**src/rtl/control_sequencer_if.sv**
```systemverilog
// Bundle of instruction input, memory handshake and datapath control strobes
// shared between the control sequencer and the datapath.
interface control_sequencer_if;
    logic [31:0] IR;
    logic        mem_ready;

    logic        PCout;
    logic        PCin;
    logic        IncPC;
    logic        MARin;
    logic        Read;
    logic        MDRin;
    logic        MDRout;
    logic        IRin;
    logic        Yin;
    logic        Zin;
    logic        Zlowout;
    logic        Zhighout;
    logic        HIin;
    logic        LOin;

    logic        Gra;
    logic        Grb;
    logic        Grc;
    logic        Rin;
    logic        Rout;

    logic [12:0] alu_sel;
    logic        run;
    logic [3:0]  state;

    // Sequencer side: consumes the instruction and memory status, drives strobes
    modport master (
        input  IR, mem_ready,
        output PCout, PCin, IncPC, MARin, Read, MDRin, MDRout, IRin, Yin, Zin,
               Zlowout, Zhighout, HIin, LOin, Gra, Grb, Grc, Rin, Rout,
               alu_sel, run, state
    );

    // Datapath side: supplies the instruction and memory status, obeys strobes
    modport slave (
        output IR, mem_ready,
        input  PCout, PCin, IncPC, MARin, Read, MDRin, MDRout, IRin, Yin, Zin,
               Zlowout, Zhighout, HIin, LOin, Gra, Grb, Grc, Rin, Rout,
               alu_sel, run, state
    );
endinterface

```
**src/rtl/control_sequencer.sv**
```systemverilog
// Moore control sequencer: fetch (T0-T2), opcode-dependent execute (T3-T6)
// and a HALTED sink that only a synchronous clear can leave.
module control_sequencer (
    input  logic                clock,
    input  logic                clear,
    control_sequencer_if.master bus
);

    typedef enum logic [3:0] {
        T0     = 4'd0,
        T1     = 4'd1,
        T2     = 4'd2,
        T3     = 4'd3,
        T4     = 4'd4,
        T5     = 4'd5,
        T6     = 4'd6,
        HALTED = 4'd7
    } state_t;

    state_t      state_q;
    state_t      state_d;

    logic [4:0]  opcode;
    logic        is_three_reg;
    logic        is_unary;
    logic        is_muldiv;
    logic        is_halt;
    logic [12:0] op_onehot;
    logic        unused_ir_bits;

    assign opcode         = bus.IR[31:27];
    assign unused_ir_bits = ^bus.IR[26:0];
    assign bus.state      = state_q;

    // Classify the opcode into an execution class and its one-hot ALU operation
    always_comb begin
        is_three_reg = 1'b0;
        is_unary     = 1'b0;
        is_muldiv    = 1'b0;
        is_halt      = 1'b0;
        op_onehot    = 13'd0;
        case (opcode)
            5'b00011: begin is_three_reg = 1'b1; op_onehot = 13'd1 << 0;  end
            5'b00100: begin is_three_reg = 1'b1; op_onehot = 13'd1 << 1;  end
            5'b00101: begin is_three_reg = 1'b1; op_onehot = 13'd1 << 2;  end
            5'b00110: begin is_three_reg = 1'b1; op_onehot = 13'd1 << 3;  end
            5'b00111: begin is_three_reg = 1'b1; op_onehot = 13'd1 << 7;  end
            5'b01000: begin is_three_reg = 1'b1; op_onehot = 13'd1 << 8;  end
            5'b01001: begin is_three_reg = 1'b1; op_onehot = 13'd1 << 4;  end
            5'b01010: begin is_three_reg = 1'b1; op_onehot = 13'd1 << 5;  end
            5'b01011: begin is_three_reg = 1'b1; op_onehot = 13'd1 << 6;  end
            5'b01111: begin is_muldiv    = 1'b1; op_onehot = 13'd1 << 11; end
            5'b10000: begin is_muldiv    = 1'b1; op_onehot = 13'd1 << 12; end
            5'b10001: begin is_unary     = 1'b1; op_onehot = 13'd1 << 9;  end
            5'b10010: begin is_unary     = 1'b1; op_onehot = 13'd1 << 10; end
            5'b11011: begin is_halt      = 1'b1;                          end
            default:  begin                                               end
        endcase
    end

    // State register; clear overrides every transition including HALTED
    always_ff @(posedge clock) begin
        if (clear) begin
            state_q <= T0;
        end else begin
            state_q <= state_d;
        end
    end

    // Next-state selection; T1 waits for memory, execute length follows the opcode class
    always_comb begin
        state_d = T0;
        case (state_q)
            T0:      state_d = T1;
            T1:      state_d = bus.mem_ready ? T2 : T1;
            T2:      state_d = T3;
            T3: begin
                if (is_three_reg || is_unary || is_muldiv) begin
                    state_d = T4;
                end else if (is_halt) begin
                    state_d = HALTED;
                end else begin
                    state_d = T0;
                end
            end
            T4:      state_d = (is_three_reg || is_muldiv) ? T5 : T0;
            T5:      state_d = is_muldiv ? T6 : T0;
            T6:      state_d = T0;
            HALTED:  state_d = HALTED;
            default: state_d = T0;
        endcase
    end

    // Strobe decode from state and opcode; everything is held low during clear
    always_comb begin
        bus.PCout    = 1'b0;
        bus.PCin     = 1'b0;
        bus.IncPC    = 1'b0;
        bus.MARin    = 1'b0;
        bus.Read     = 1'b0;
        bus.MDRin    = 1'b0;
        bus.MDRout   = 1'b0;
        bus.IRin     = 1'b0;
        bus.Yin      = 1'b0;
        bus.Zin      = 1'b0;
        bus.Zlowout  = 1'b0;
        bus.Zhighout = 1'b0;
        bus.HIin     = 1'b0;
        bus.LOin     = 1'b0;
        bus.Gra      = 1'b0;
        bus.Grb      = 1'b0;
        bus.Grc      = 1'b0;
        bus.Rin      = 1'b0;
        bus.Rout     = 1'b0;
        bus.alu_sel  = 13'd0;
        bus.run      = 1'b0;
        if (!clear) begin
            bus.run = (state_q != HALTED);
            case (state_q)
                T0: begin
                    bus.PCout = 1'b1; bus.MARin = 1'b1; bus.IncPC = 1'b1; bus.Zin = 1'b1;
                end
                T1: begin
                    bus.Zlowout = 1'b1; bus.PCin = 1'b1; bus.Read = 1'b1; bus.MDRin = 1'b1;
                end
                T2: begin
                    bus.MDRout = 1'b1; bus.IRin = 1'b1;
                end
                T3: begin
                    if (is_three_reg) begin
                        bus.Grb = 1'b1; bus.Rout = 1'b1; bus.Yin = 1'b1;
                    end else if (is_unary) begin
                        bus.Grb = 1'b1; bus.Rout = 1'b1; bus.Zin = 1'b1; bus.alu_sel = op_onehot;
                    end else if (is_muldiv) begin
                        bus.Gra = 1'b1; bus.Rout = 1'b1; bus.Yin = 1'b1;
                    end
                end
                T4: begin
                    if (is_three_reg) begin
                        bus.Grc = 1'b1; bus.Rout = 1'b1; bus.Zin = 1'b1; bus.alu_sel = op_onehot;
                    end else if (is_unary) begin
                        bus.Zlowout = 1'b1; bus.Gra = 1'b1; bus.Rin = 1'b1;
                    end else if (is_muldiv) begin
                        bus.Grb = 1'b1; bus.Rout = 1'b1; bus.Zin = 1'b1; bus.alu_sel = op_onehot;
                    end
                end
                T5: begin
                    if (is_three_reg) begin
                        bus.Gra = 1'b1; bus.Rin = 1'b1; bus.Zlowout = 1'b1;
                    end else if (is_muldiv) begin
                        bus.Zlowout = 1'b1; bus.LOin = 1'b1;
                    end
                end
                T6: begin
                    if (is_muldiv) begin
                        bus.Zhighout = 1'b1; bus.HIin = 1'b1;
                    end
                end
                default: begin
                end
            endcase
        end
    end

endmodule

```
**src/flat_wrapper.sv**
```systemverilog
// flat-port wrapper written by rule: the top's interface ports become plain ports
module control_sequencer_flat 
  (clock, clear, bus_IR, bus_mem_ready, bus_PCout, bus_PCin, bus_IncPC, bus_MARin, bus_Read, bus_MDRin, bus_MDRout, bus_IRin, bus_Yin, bus_Zin, bus_Zlowout, bus_Zhighout, bus_HIin, bus_LOin, bus_Gra, bus_Grb, bus_Grc, bus_Rin, bus_Rout, bus_alu_sel, bus_run, bus_state);
  control_sequencer_if bus_i ();
  input  logic clock;
  input  logic clear;
  input wire logic [$bits(bus_i.IR)-1:0] bus_IR;
  input wire logic [$bits(bus_i.mem_ready)-1:0] bus_mem_ready;
  output wire logic [$bits(bus_i.PCout)-1:0] bus_PCout;
  output wire logic [$bits(bus_i.PCin)-1:0] bus_PCin;
  output wire logic [$bits(bus_i.IncPC)-1:0] bus_IncPC;
  output wire logic [$bits(bus_i.MARin)-1:0] bus_MARin;
  output wire logic [$bits(bus_i.Read)-1:0] bus_Read;
  output wire logic [$bits(bus_i.MDRin)-1:0] bus_MDRin;
  output wire logic [$bits(bus_i.MDRout)-1:0] bus_MDRout;
  output wire logic [$bits(bus_i.IRin)-1:0] bus_IRin;
  output wire logic [$bits(bus_i.Yin)-1:0] bus_Yin;
  output wire logic [$bits(bus_i.Zin)-1:0] bus_Zin;
  output wire logic [$bits(bus_i.Zlowout)-1:0] bus_Zlowout;
  output wire logic [$bits(bus_i.Zhighout)-1:0] bus_Zhighout;
  output wire logic [$bits(bus_i.HIin)-1:0] bus_HIin;
  output wire logic [$bits(bus_i.LOin)-1:0] bus_LOin;
  output wire logic [$bits(bus_i.Gra)-1:0] bus_Gra;
  output wire logic [$bits(bus_i.Grb)-1:0] bus_Grb;
  output wire logic [$bits(bus_i.Grc)-1:0] bus_Grc;
  output wire logic [$bits(bus_i.Rin)-1:0] bus_Rin;
  output wire logic [$bits(bus_i.Rout)-1:0] bus_Rout;
  output wire logic [$bits(bus_i.alu_sel)-1:0] bus_alu_sel;
  output wire logic [$bits(bus_i.run)-1:0] bus_run;
  output wire logic [$bits(bus_i.state)-1:0] bus_state;
  assign bus_i.IR = bus_IR;
  assign bus_i.mem_ready = bus_mem_ready;
  assign bus_PCout = bus_i.PCout;
  assign bus_PCin = bus_i.PCin;
  assign bus_IncPC = bus_i.IncPC;
  assign bus_MARin = bus_i.MARin;
  assign bus_Read = bus_i.Read;
  assign bus_MDRin = bus_i.MDRin;
  assign bus_MDRout = bus_i.MDRout;
  assign bus_IRin = bus_i.IRin;
  assign bus_Yin = bus_i.Yin;
  assign bus_Zin = bus_i.Zin;
  assign bus_Zlowout = bus_i.Zlowout;
  assign bus_Zhighout = bus_i.Zhighout;
  assign bus_HIin = bus_i.HIin;
  assign bus_LOin = bus_i.LOin;
  assign bus_Gra = bus_i.Gra;
  assign bus_Grb = bus_i.Grb;
  assign bus_Grc = bus_i.Grc;
  assign bus_Rin = bus_i.Rin;
  assign bus_Rout = bus_i.Rout;
  assign bus_alu_sel = bus_i.alu_sel;
  assign bus_run = bus_i.run;
  assign bus_state = bus_i.state;
  control_sequencer u_core (.clock(clock), .clear(clear), .bus(bus_i));
endmodule
```
**config.mk**
```make
export PLATFORM = sky130hd
export DESIGN_NAME = control_sequencer_flat
export DESIGN_NICKNAME = d
export VERILOG_FILES = /design/src/rtl/control_sequencer_if.sv /design/src/rtl/control_sequencer.sv /design/src/flat_wrapper.sv
export SDC_FILE = /design/constraint.sdc
export NUM_CORES = 1
export LEC_CHECK = 0
export CAP_MARGIN = 20
export CORE_AREA = 2 2 42 72
export CTS_CLUSTER_DIAMETER = 60
export DETAILED_ROUTE_END_ITERATION = 7
export DIE_AREA = 0 0 44 74
export PLACE_DENSITY = 0.76
export SETUP_SLACK_MARGIN = 0.4
export SYNTH_ARGS = -nofsm -noshare
export SYNTH_HDL_FRONTEND = slang
export SYNTH_SLANG_ARGS = --single-unit
export TNS_END_PERCENT = 30
```
**constraint.sdc**
```tcl
create_clock -name clock -period 2.9 [get_ports clock]
set_clock_uncertainty 0.05 [all_clocks]
set_input_delay 0.58 -clock clock [delete_from_list [all_inputs] [get_ports clock]]
set_output_delay 0.58 -clock clock [all_outputs]
set_load 0.01 [all_outputs]
```
==> metrics.cfg <==
[critical_path]
start_kind=primary input
critical_path_class=in2out
required_ns=2.27
end_kind=output pin
critPathMostFrequentCell=buf_4
crit_chain=clkdlybuf4s15_2, buf_4, xnor2_2, nor2_4, buf_4, mux2_2, a22o_1, dlygate4sd2_1
arrival_ns=2.15
cp_max_fo=6
crit_buf_inv=4
crit_path_top_delay_cell=dlygate4sd2_1
worst_r2r_path_depth=5
max_stage_delay_ns=0.28
critical_path.top_delay_family=buffers and inverters
r2r_slack_ns=1.50
cp.depth=8

[route]
vias_per_cell=5.48
drt_iter0_markers=13
drc=0
first_pass_iters=4
via_count=1124
drt.antenna.violating_nets=0
wirelength_um=3000
wl_per_cell_um=14.6

[global_route]
overflow=0
grt_max_degree=15
grt_use_total_pct=19.4
grt_pass1_wl_um=4890
antenna_found_initial=0
grt_pass1_vias=1111

[floorplanning]
io_pins=72
die_w_um=44
row_count=25
dieArea_um2=3260
initial_core_util_pct=29.4
coreArea_um2=2690
die_h_um=74

[synth]
synth.top_cells.by_count=nor2_1 (12), nand2_1 (11), a21oi_1 (10), buf_4 (7)
synth_seq_cells=3
synth_ff_type=dfxtp_1
synth_nets=151
synth_edf_count=0
yosys-top-cells-area=a2111oi_2 (9.5%), dfxtp_1 (7.6%), buf_4 (6.6%), a21oi_1 (6.3%), nor2_1 (5.7%)
synth.most_common_cell=nor2_1
ys_warn_count=0
synthCells=116
synth_top_cell_area_share_pct=9.49
netlist_area_um2=791
post-synth-top-area-cell=a2111oi_2
synth_async_sr_flop_share_pct=0
ys_seq_area_share_pct=7.59
ys_types=40
avgSynthCellArea_um2=6.82

[clocking]
cts_tree=built
htree_levels=1
insertion_delay_ns=0.21
cts-root-buf=clkbuf_8
numCtsBuffers=3
cts_max_path_buffers=2
clkTransAtPathRegs_ns=0.03
cts_sinks=3

[min_path]
hold_path.class=reg2reg
holdPathStages=2

[sta]
rsz0062_at_grt=true
slew_viol_final=0
timing.final.crit_share_pct=95.9
period_needed_ns=2.78
hold_violations=0
layout_setup_ws_ns=0.120
setup_viol=0
fmax_ghz=0.360

[placement]
finalWeightedCongestion=0.946
dpl.hpwl_um=2380
place_ws_ns=-0.667
placement.io_buffers=43
place_area_um2=1430

[finish]
area_delta_synth_final_pct=97.8
largest_register_ffs=3
nets=214
drive_gt1_share_pct=45.5
fin_area_um2=1560
n_antenna_cell=0

[power_and_ir_drop]
p_total_mw=0.309
cellPowerDensity_nw_per_um2=198
p_leak_nw=0.654
vdd_drop_max_mv=0.303

[flow_run]
drv_cap=0

[run_status]
status=finished clean

-- placed cells by master (no fill, tap or decap), types with 2 or more instances in the layout --
master / Yosys / routed
nor2_1: 12 / 10
dfxtp_1: 3 / 3
dlygate4sd2_1: 0 / 12
a31oi_1: 3 / 2
buf_6: 1 / 7
buf_4: 7 / 25
nor3_1: 3 / 3
a2111oi_4: 0 / 5
a21oi_2: 0 / 6
a21o_1: 2 / 2
buf_2: 3 / 14
clkdlybuf4s50_1: 0 / 10
a22o_1: 2 / 2
o21ai_0: 4 / 4
clkdlybuf4s15_1: 0 / 2
nand2_1: 11 / 9
clkdlybuf4s15_2: 0 / 3
o21ai_1: 2 / 2
clkbuf_8: 0 / 3
o2bb2ai_1: 2 / 2
nand3b_1: 4 / 4
nor3b_1: 3 / 2
nor4_1: 3 / 2
a21oi_1: 10 / 4
buf_12: 0 / 2
or3b_4: 0 / 2
inv_1: 4 / 4
or3_1: 2 / 2
nand2b_1: 4 / 4
-- tightest hold or removal path, delay by kind of cell (launching register included) --
family,cells,cell delay (ns)
AOI/OAI and AO/OA,2,0.18
DFF,1,0.41
-- logic make-up (layout without fill, tap and decap cells) --
logic type             after synthesis  count (layout)  share of synthesized area, %
AND/OR/NAND/NOR                     50              50                          34.5
multiplexers                         1               1                          1.42
buffers and inverters               22              84                          15.2
AO/OA/AOI/OAI                       38              38                          39.7
XOR/XNOR                             1               1                          1.11
other                                1               1                         0.474
flip-flops                           3               3                          7.60
-- power breakdown --
group / leakage, nW / switching (mW) / internal, mW
Sequential: 0.0247 / 0.00335 / 0.0439
Combinational: 0.606 / 0.0731 / 0.0683
Clock: 0.0228 / 0.0267 / 0.0937
Total: 0.654 / 0.103 / 0.206
-- stage by stage --
stage	hold slack [ns]	cells	setup TNS (ns)	utilization, %
after floorplan	0.727	116	0	-
after global routing	0.649	205	0	58.1
after detailed placement	0.585	195	-12.42	53.3
after global placement	0.554	195	-11.94	53.3
final	0.590	205	0	58.1
after CTS	0.598	204	0	55.6
-- final cells by class --
type	instances	area, µm²
clock buffer	4	45.0
fill	249	1130
inverter	4	15.0
multi-input combinational	91	759
sequential	3	60.1
tap	27	33.8
timing repair buffer	76	651
-- final timing paths --
| path | from | to |
|---|---|---|
| worst min register to register | u_core.bus.state[1]$_SDFF_PP0_ | u_core.bus.state[2]$_SDFF_PP0_ |
| worst max register to register | u_core.bus.state[1]$_SDFF_PP0_ | u_core.bus.state[2]$_SDFF_PP0_ |
| worst min-delay path | u_core.bus.state[1]$_SDFF_PP0_ | u_core.bus.state[2]$_SDFF_PP0_ |
| worst max-delay path | bus_IR[27] | bus_Gra |
-- timing repair --
item,in CTS,in global routing
gates cloned,0,0
resized for setup,92,25
pin swaps,10,5
hold buffers,0,0
setup endpoints to repair,33,29
setup buffers,5,1
-- routing by layer --
layer / up-vias / routed length [µm] / GRT usage [%]
met5: - / 0 / 0
met4: 0 / 188 / 12.1
met3: 17 / 154 / 1.21
met2: 54 / 1620 / 36.6
met1: 512 / 1030 / 19.8
li1: 541 / - / -
No activity file was read; power rests on OpenSTA's default activity.
